===== src/rtl/multi_toggle_fsm.sv =====
// multi_toggle_fsm: CH independent two-state (A/B) toggle machines. Each channel
// flips only after its input has been low for HOLD consecutive edges, which also
// filters short glitches. Outputs are registered levels plus one-cycle flip pulses.
// Optional feature macro MULTI_TOGGLE_CNT_EN adds per-channel saturating toggle
// counters (tog_cnt) with a synchronous clear (cnt_clr).
`timescale 1ns/1ps

module multi_toggle_fsm #(
   parameter int CH      = 4,
   parameter int HOLD    = 3,
   parameter int RESET_B = 1,
   parameter int CNT_W   = 8
) (
   input  logic                clk,
   input  logic                areset_n,
   input  logic [CH-1:0]       in,
`ifdef MULTI_TOGGLE_CNT_EN
   input  logic                cnt_clr,
   output logic [CH*CNT_W-1:0] tog_cnt,
`endif
   output logic [CH-1:0]       out,
   output logic [CH-1:0]       flip
);

   // Run counter only needs to reach HOLD-1; keep at least one bit for HOLD=1.
   localparam int RW = ($clog2(HOLD + 1) < 1) ? 1 : $clog2(HOLD + 1);
   localparam logic [RW-1:0] RUN_LAST = RW'(HOLD - 1);

   typedef enum logic {
      ST_A = 1'b0,
      ST_B = 1'b1
   } state_t;

   localparam state_t RESET_ST = (RESET_B != 0) ? ST_B : ST_A;

   // Reject nonsensical parameter sets at elaboration time.
   if (CH < 1 || HOLD < 1 || CNT_W < 1) begin : g_param_check
      $error("multi_toggle_fsm: CH, HOLD and CNT_W must all be >= 1");
   end

   for (genvar gi = 0; gi < CH; gi++) begin : g_ch
      state_t        state_q;
      logic [RW-1:0] run_q;
      logic          flip_q;

      // Per-channel Moore FSM: count the low run, flip state and pulse on its last edge.
      always_ff @(posedge clk or negedge areset_n) begin
         if (!areset_n) begin
            state_q <= RESET_ST;
            run_q   <= '0;
            flip_q  <= 1'b0;
         end else if (in[gi]) begin
            run_q   <= '0;
            flip_q  <= 1'b0;
         end else if (run_q < RUN_LAST) begin
            run_q   <= run_q + 1'b1;
            flip_q  <= 1'b0;
         end else begin
            state_q <= (state_q == ST_A) ? ST_B : ST_A;
            run_q   <= '0;
            flip_q  <= 1'b1;
         end
      end

      assign out[gi]  = (state_q == ST_B);
      assign flip[gi] = flip_q;

`ifdef MULTI_TOGGLE_CNT_EN
      localparam logic [CNT_W-1:0] CNT_MAX = '1;

      logic             toggle_d;
      logic [CNT_W-1:0] cnt_q;

      // Same condition that makes the FSM flip at this edge.
      assign toggle_d = !in[gi] && (run_q == RUN_LAST);

      // Saturating toggle counter; clear wins over a coincident increment.
      always_ff @(posedge clk or negedge areset_n) begin
         if (!areset_n) begin
            cnt_q <= '0;
         end else if (cnt_clr) begin
            cnt_q <= '0;
         end else if (toggle_d && (cnt_q != CNT_MAX)) begin
            cnt_q <= cnt_q + 1'b1;
         end
      end

      assign tog_cnt[gi*CNT_W +: CNT_W] = cnt_q;
`endif
   end

endmodule


===== config.mk =====
export PLATFORM = sky130hd
export DESIGN_NAME = multi_toggle_fsm
export DESIGN_NICKNAME = d
export VERILOG_FILES = /design/src/rtl/multi_toggle_fsm.sv
export SDC_FILE = /design/constraint.sdc
export NUM_CORES = 1
export LEC_CHECK = 0
export CAP_MARGIN = 25
export CORE_MARGIN = 4
export CORE_UTILIZATION = 45
export CTS_CLUSTER_DIAMETER = 150
export CTS_CLUSTER_SIZE = 10
export DETAILED_ROUTE_END_ITERATION = 7
export GPL_ROUTABILITY_DRIVEN = 0
export PLACE_DENSITY = 0.72
export SETUP_SLACK_MARGIN = 0.05
export SLEW_MARGIN = 20
export SYNTH_ARGS = -nofsm -noshare
export SYNTH_HDL_FRONTEND = slang
export SYNTH_SLANG_ARGS = --single-unit

===== constraint.sdc =====
create_clock -name clk -period 1.6 [get_ports clk]
set_clock_uncertainty 0.2 [all_clocks]
set_input_delay 0.32 -clock clk [delete_from_list [all_inputs] [get_ports clk]]
set_output_delay 0.32 -clock clk [all_outputs]
set_load 0.02 [all_outputs]

* After elaboration in Yosys (flattened, before gate mapping)
Cells that the tools add are included.
Word-level totals: bits in registers 16, input port bits 6, output and inout port bits 8, logic and storage cells 52
Operators by class: add/subtract/negate cells 4, magnitude comparators 4, multiplexer cells 20, bitwise gates (word level) 8, reduce and logical (&&, ||, !) cells 4
Operators with widths (number):
- 2-bit 2-to-1 mux | 8
- 1-bit 2-to-1 mux | 12
- 2-bit by 1-bit adder with 2-bit output (second input constant) | 4
- 2-bit < comparator (second input constant) | 4
- 1-bit inverter | 8
- 2-bit AND reduction | 4

* Longest topological paths before layout
Gate-level depths: netlist (run 1).
depth after elaboration 3, gate-level depth with buffers 2, mapped depth without buffers 2

* Worst setup path after synthesis (run 1)
Ideal clock, no wire load.
path kind flip-flop to output port, from register g_ch[0].state_q, to output port out[0], arrival 666 ps, required time 1080 ps, path slack 414 ps, stages on the path, launching flop included 2, buffers on the path 1, cell sequence dfstp_2 > buf_4
RTL lines:
- start: declaration | line 42 | state_t state_q;
- start signal: assignment | line 59 | state_q <= (state_q == ST_A) ? ST_B : ST_A;
- end: declaration | line 21 | output logic [CH-1:0] out,
No word-level cell between the ends.

* Final worst setup path (run 1)
from register g_ch[1].state_q, to output port out[1]
RTL lines (line):
- start: declaration | 42
- start signal: assignment | 59
No word-level cell between the ends.

==> results of run 1 <==
[per-stage QoR]
stage / utilization / hold slack (ps)
after floorplan: - / -176
after global placement: 0.578 / 205
after detailed placement: 0.578 / 213
after CTS: 0.576 / 153
after global routing: 0.576 / 166
final: 0.576 / 163
[flip-flops by register name, summed over array words and instances, names as in the netlist]
signal / flops
g_ch.run_q: 8
g_ch.flip_q: 4
g_ch.state_q: 4
[cells by family after synthesis]
group	Yosys count
flip-flops	16
buffers and inverters	8
AND/OR/NAND/NOR	12
XOR/XNOR	4
[layout by cell type, fill, tap and decap left out]
cell type	count
dfrtp_1	12
clkdlybuf4s50_1	5
buf_4	5
nor3_1	4
nor2b_4	4
nor3b_1	4
xor2_2	4
dfstp_2	4
buf_2	4
dlygate4sd2_1	4
clkbuf_4	3
[layer usage]
| metal | vias up | global-route usage |
|---|---|---|
| li1 | 144 | - |
| met1 | 151 | 0.106 |
| met2 | 9 | 0.217 |
| met5 | - | 0 |
| met4 | 0 | 0.0702 |
| met3 | 2 | 0.0237 |
[power groups by stage]
stage	sequential [mW]	combinational (mW)	clock (mW)
floorplan	0.578	0.227	0
global placement	0.552	0.391	0
detailed placement	0.556	0.402	0
CTS	0.548	0.351	0.209
global route	0.556	0.370	0.223
finish	0.546	0.342	0.194
[path summary, 6_finish.rpt]
path / end / start / slack [ps]
worst max-delay path: out[1] / g_ch[1].state_q / 110
worst min-delay path: g_ch[3].flip_q / areset_n / 160
worst max register to register: g_ch[0].state_q / g_ch[0].state_q / 570
worst min register to register: g_ch[2].run_q[0] / g_ch[2].run_q[0] / 220
max in group asynchronous: g_ch[3].state_q / areset_n / 800
min in group clk: g_ch[2].run_q[0] / g_ch[2].run_q[0] / 220
[area by class of cell]
type	instances	area, sq um
Multi-Input combinational cell	16	170
Sequential cell	16	405
Clock buffer	3	22.5
Timing Repair Buffer	18	143
Tap cell	15	18.8
Fill cell	106	558
[what timing repair did]
item                                    in CTS  in global routing
endpoints found under the setup margin       8                  0
gates resized for setup                     20                  0
endpoints found under the hold margin        0                  0
==> reports/qor.csv, run 1 <==
metric;value;unit
grt.total_usage;0.114;
grt_pass1_vias;371;
synth_edf_count;0;
holdBufCountCts;0;
synth.top_cells.by_count;dfrtp_1 (12), buf_4 (8);
power.leakage;0.357;nW
synth_nets;46;
ctsRootBufferMaster;clkbuf_4;
cap_violations;0;
cts_tree;done;
rr_worst_depth;2;
die_h;45.6;um
clock_sinks;16;
p_per_area;1430;mW/mm^2
muxShareOfSynthArea;0;
cp-end-kind;output pin;
start_kind;flip-flop;
post_cts_buffers;0;
syn_area;636;sq um
die_area;0.00208;sq mm
synth.area.top_cells;dfrtp_1 (47%), dfstp_2 (17%), xor2_2 (10%), buf_4 (9.4%), nor2b_4 (8.7%);
pre_cts_slack;-33.6;ps
clockBufferDepth;2;
vias;306;
synth_top_cell_area_share;0.472;
internal-power;0.767;mW
placed_cells;65;
fin_tns_setup;0;ps
vdd_drop_max;719;uV
fp.coreArea;0.00132;sq mm
timing.final.crit_share;0.932;
crit_family;flip-flops;
p_sw_frac;0.292;
placed_cell_area;762;sq um
async_reset_ff_frac;1.00;
synth_top_family_by_area;simple AND/OR/NAND/NOR gates;
design_power_total;1.08;mW
path_depth;1;
relSlewSlack;0.846;
fin_crit;1490;ps
grt_first_pass_wirelength;1570;um
routed_wl;927;um
layout.cells.non_filler;68;
diodes;0;
synthCells;40;
fmax;670;MHz
yosysUniqueCellTypes;7;
detail-route-antenna-nets;0;
status;completed;
antenna_found_initial;0;
required;1080;ps
max_stage_delay;540;ps
grt_max_degree;17;
crit_arrival;970;ps
cp_cell_sequence;buf_2;
drive_gt1_frac;0.453;
avgViaCountPerCell;4.50;
clk_pin_slew;80;ps
die_w;45.6;um
synth-seq-cells;16;
dp_hpwl;772;um
ys_warn_count;0;
yosysTopAreaCell;dfrtp_1;
start_util;0.482;
path_class;flip-flop to output pin;
synth_xor_area_frac;0.102;
rsz0062_at_grt;false;
syn_avg_cell_area;15.9;sq um
cts-buffers-inserted;3;
first_iter_violations;1;
synth_top_flop_cell;dfrtp_1;
p_seq_frac;0.505;
slowest_stage;dfstp_2;
setup_ws;108;ps
areaGrowthSynthToFinish;19.5;%
p_sw;0.316;mW
pwr-share-clk;0.179;
synth_compound_area_frac;0;
setup_viol;0;
yosys.area_share.simple;0.165;
grt_overflow;0;
synthAdderAreaFrac;0;
drc_errors;0;
rows;13;
wl_per_cell;13.6;um
critPathBufInv;1;
hold_violations;0;
drt-met1-wl;305;um
port_buffers;13;
final-max-slew-violation-count;0;
highest_layer;met4;
io_pins;14;
final_area;759;sq um
wl_met2;554;um
worst_slew_pin_slew;230;ps
clock_latency;270;ps
seq_area_frac_synth;0.638;
p_comb_frac;0.316;
nets;61;
synth.most_common_cell;dfrtp_1;
dr_wl_met3;51;um
path_max_fanout;2;
first_pass_iters;2;
h-tree-depth;1;
hold_path_class;primary input to async pin;
Power figures use the tool's default switching activity.
==> inputs of run 2 (changes only) <==
GPL_TIMING_DRIVEN = 0   (was not set)
==> run 2 against run 1 <==
  * Sequential share of layout area fell by 2.9 points
  * Non-clock buffer count up 5
  * Via count is 8.8% higher
  * Worst setup slack worse by 51 ps
  * Critical endpoint is now out[2]
  * Highest routed layer is now met3
==> reports/qor.csv, run 2 (synthesis results as in run 1) <==
metric;value;unit
max_stage_delay;530;ps
slowest_stage;dfstp_2;
largest_reg_flops;8;
cp_cell_sequence;buf_4 -> buf_4;
multi_input_area;170;sq um
first_iter_violations;2;
post-route-util;0.610;
die_h;45.6;um
h-tree-depth;1;
r2r-start;g_ch[2].state_q;
rsz0062_at_grt;true;
routed_wl;886;um
final-max-slew-violation-count;0;
timing.rr.end;g_ch[2].state_q;
start_kind;flip-flop;
diodes;0;
worst_slew_pin_slew;675;ps
status;completed;
cts_tree;done;
vias;333;
drive_gt1_frac;0.569;
areaGrowthSynthToFinish;26.4;%
fmax;648;MHz
path_class;flip-flop to output pin;
pre_cts_slack;-152;ps
cap_violations;0;
path_common_cell;buf_4;
required;1080;ps
timing.final.crit_share;0.964;
top_register;g_ch.run_q;
reg.largest.list;g_ch.run_q: 8 flops, g_ch.flip_q: 4 flops, g_ch.state_q: 4 flops;
cp-endpoint;out[2];
hold_path_class;flip-flop to flip-flop;
highest_layer;met3;
startpoint;g_ch[2].state_q;
clk_pin_slew;80;ps
ff_latch_area;405;sq um
setup_ws;56.8;ps
mostFrequentLayoutCell;dfrtp_1;
grt_pass1_vias;352;
p_per_area;1480;mW/mm^2
cp-end-kind;output pin;
crit_arrival;1020;ps
hold_depth;1;
start_util;0.482;
io_pins;14;
placed_cell_area;785;sq um
first_pass_iters;4;
nFillCells;115;
die_area;0.00208;sq mm
relSlewSlack;0.549;
rr_worst_depth;3;
setup_viol;0;
clockBufferDepth;2;
final_area;803;sq um
drt-met1-wl;343;um
path_max_fanout;2;
rows;13;
avgViaCountPerCell;4.56;
clock_latency;270;ps
most-common-layout-cells;dfrtp_1 (12), buf_4 (11), clkdlybuf4s50_1 (5);
dr_wl_met3;45;um
antenna_found_initial;0;
grt_first_pass_wirelength;1500;um
vdd_drop_max;767;uV
grt_max_degree;17;
port_buffers;13;
hold_violations;0;
detail-route-antenna-nets;0;
dp_hpwl;596;um
grt.total_usage;0.108;
clock_sinks;16;
cts-buffers-inserted;3;
grt_overflow;0;
ctsRootBufferMaster;clkbuf_4;
regToRegSetupSlack;490;ps
power.leakage;0.380;nW
die_w;45.6;um
drc_errors;0;
design_power_total;1.19;mW
wl_per_cell;12.1;um
nets;66;
wl_met2;497;um
fp.coreArea;0.00132;sq mm
fin_crit;1540;ps
-- run 2: changes by cell type in the layout (fill, tap and decap cells not counted), sizes merged --
cell         before  now
buf               9   18
dlygate4sd2       4    0
-- run 2: timing repair --
action / CTS / global route
gates resized for setup: 35 / 4
hold buffers: 0 / 0
setup buffers: 4 / 1
setup endpoints to repair: 8 / 8
cloned: 0 / 0
-- run 2: how the worst min path moves through the flow --
stage	to	from	slack, ps
after floorplan	g_ch[0].flip_q	areset_n	-180
after global placement	g_ch[2].run_q[0]	g_ch[2].run_q[0]	200
after detailed placement	g_ch[3].run_q[0]	g_ch[3].run_q[0]	210
after CTS	g_ch[1].run_q[0]	g_ch[1].run_q[0]	220
after global routing	g_ch[1].run_q[0]	g_ch[1].run_q[0]	240
final	g_ch[1].run_q[0]	g_ch[1].run_q[0]	220
-- run 2: area by class of cell --
cell class	instances	area share
repair buffers	18	0.185
clock buffers	3	0.0280
well taps	15	0.0234
flip-flops and latches	16	0.505
multi-input cells	16	0.212
plain buffers	5	0.0467
-- run 2: worst max-delay path, delay by kind of cell (launching register included) --
family | cells | cell delay (ps)
buffers and inverters | 2 | 210
flip-flops | 1 | 530
-- run 2: metal layers --
metal	track usage	vias to the layer above
met1	0.124	169
met3	0.0237	0
met5	0	-
met4	0.0702	0
met2	0.178	9
li1	-	155
-- run 2: stage by stage --
| step | cells | setup TNS [ps] | hold WS (ps) |
|---|---|---|---|
| 5_1_grt | 73 | 0 | 244 |
| 3_5_place_dp | 68 | -587 | 209 |
| 6_report | 73 | 0 | 222 |
| 3_3_place_gp | 68 | -583 | 202 |
| 2_1_floorplan | 40 | 0 | -176 |
| 4_1_cts | 75 | 0 | 224 |
-- run 2: power by group --
part	internal [mW]	leakage (nW)	switching, mW
clock	0.0871	0.0138	0.109
sequential	0.513	0.201	0.0453
combinational	0.253	0.165	0.185
total	0.852	0.380	0.340
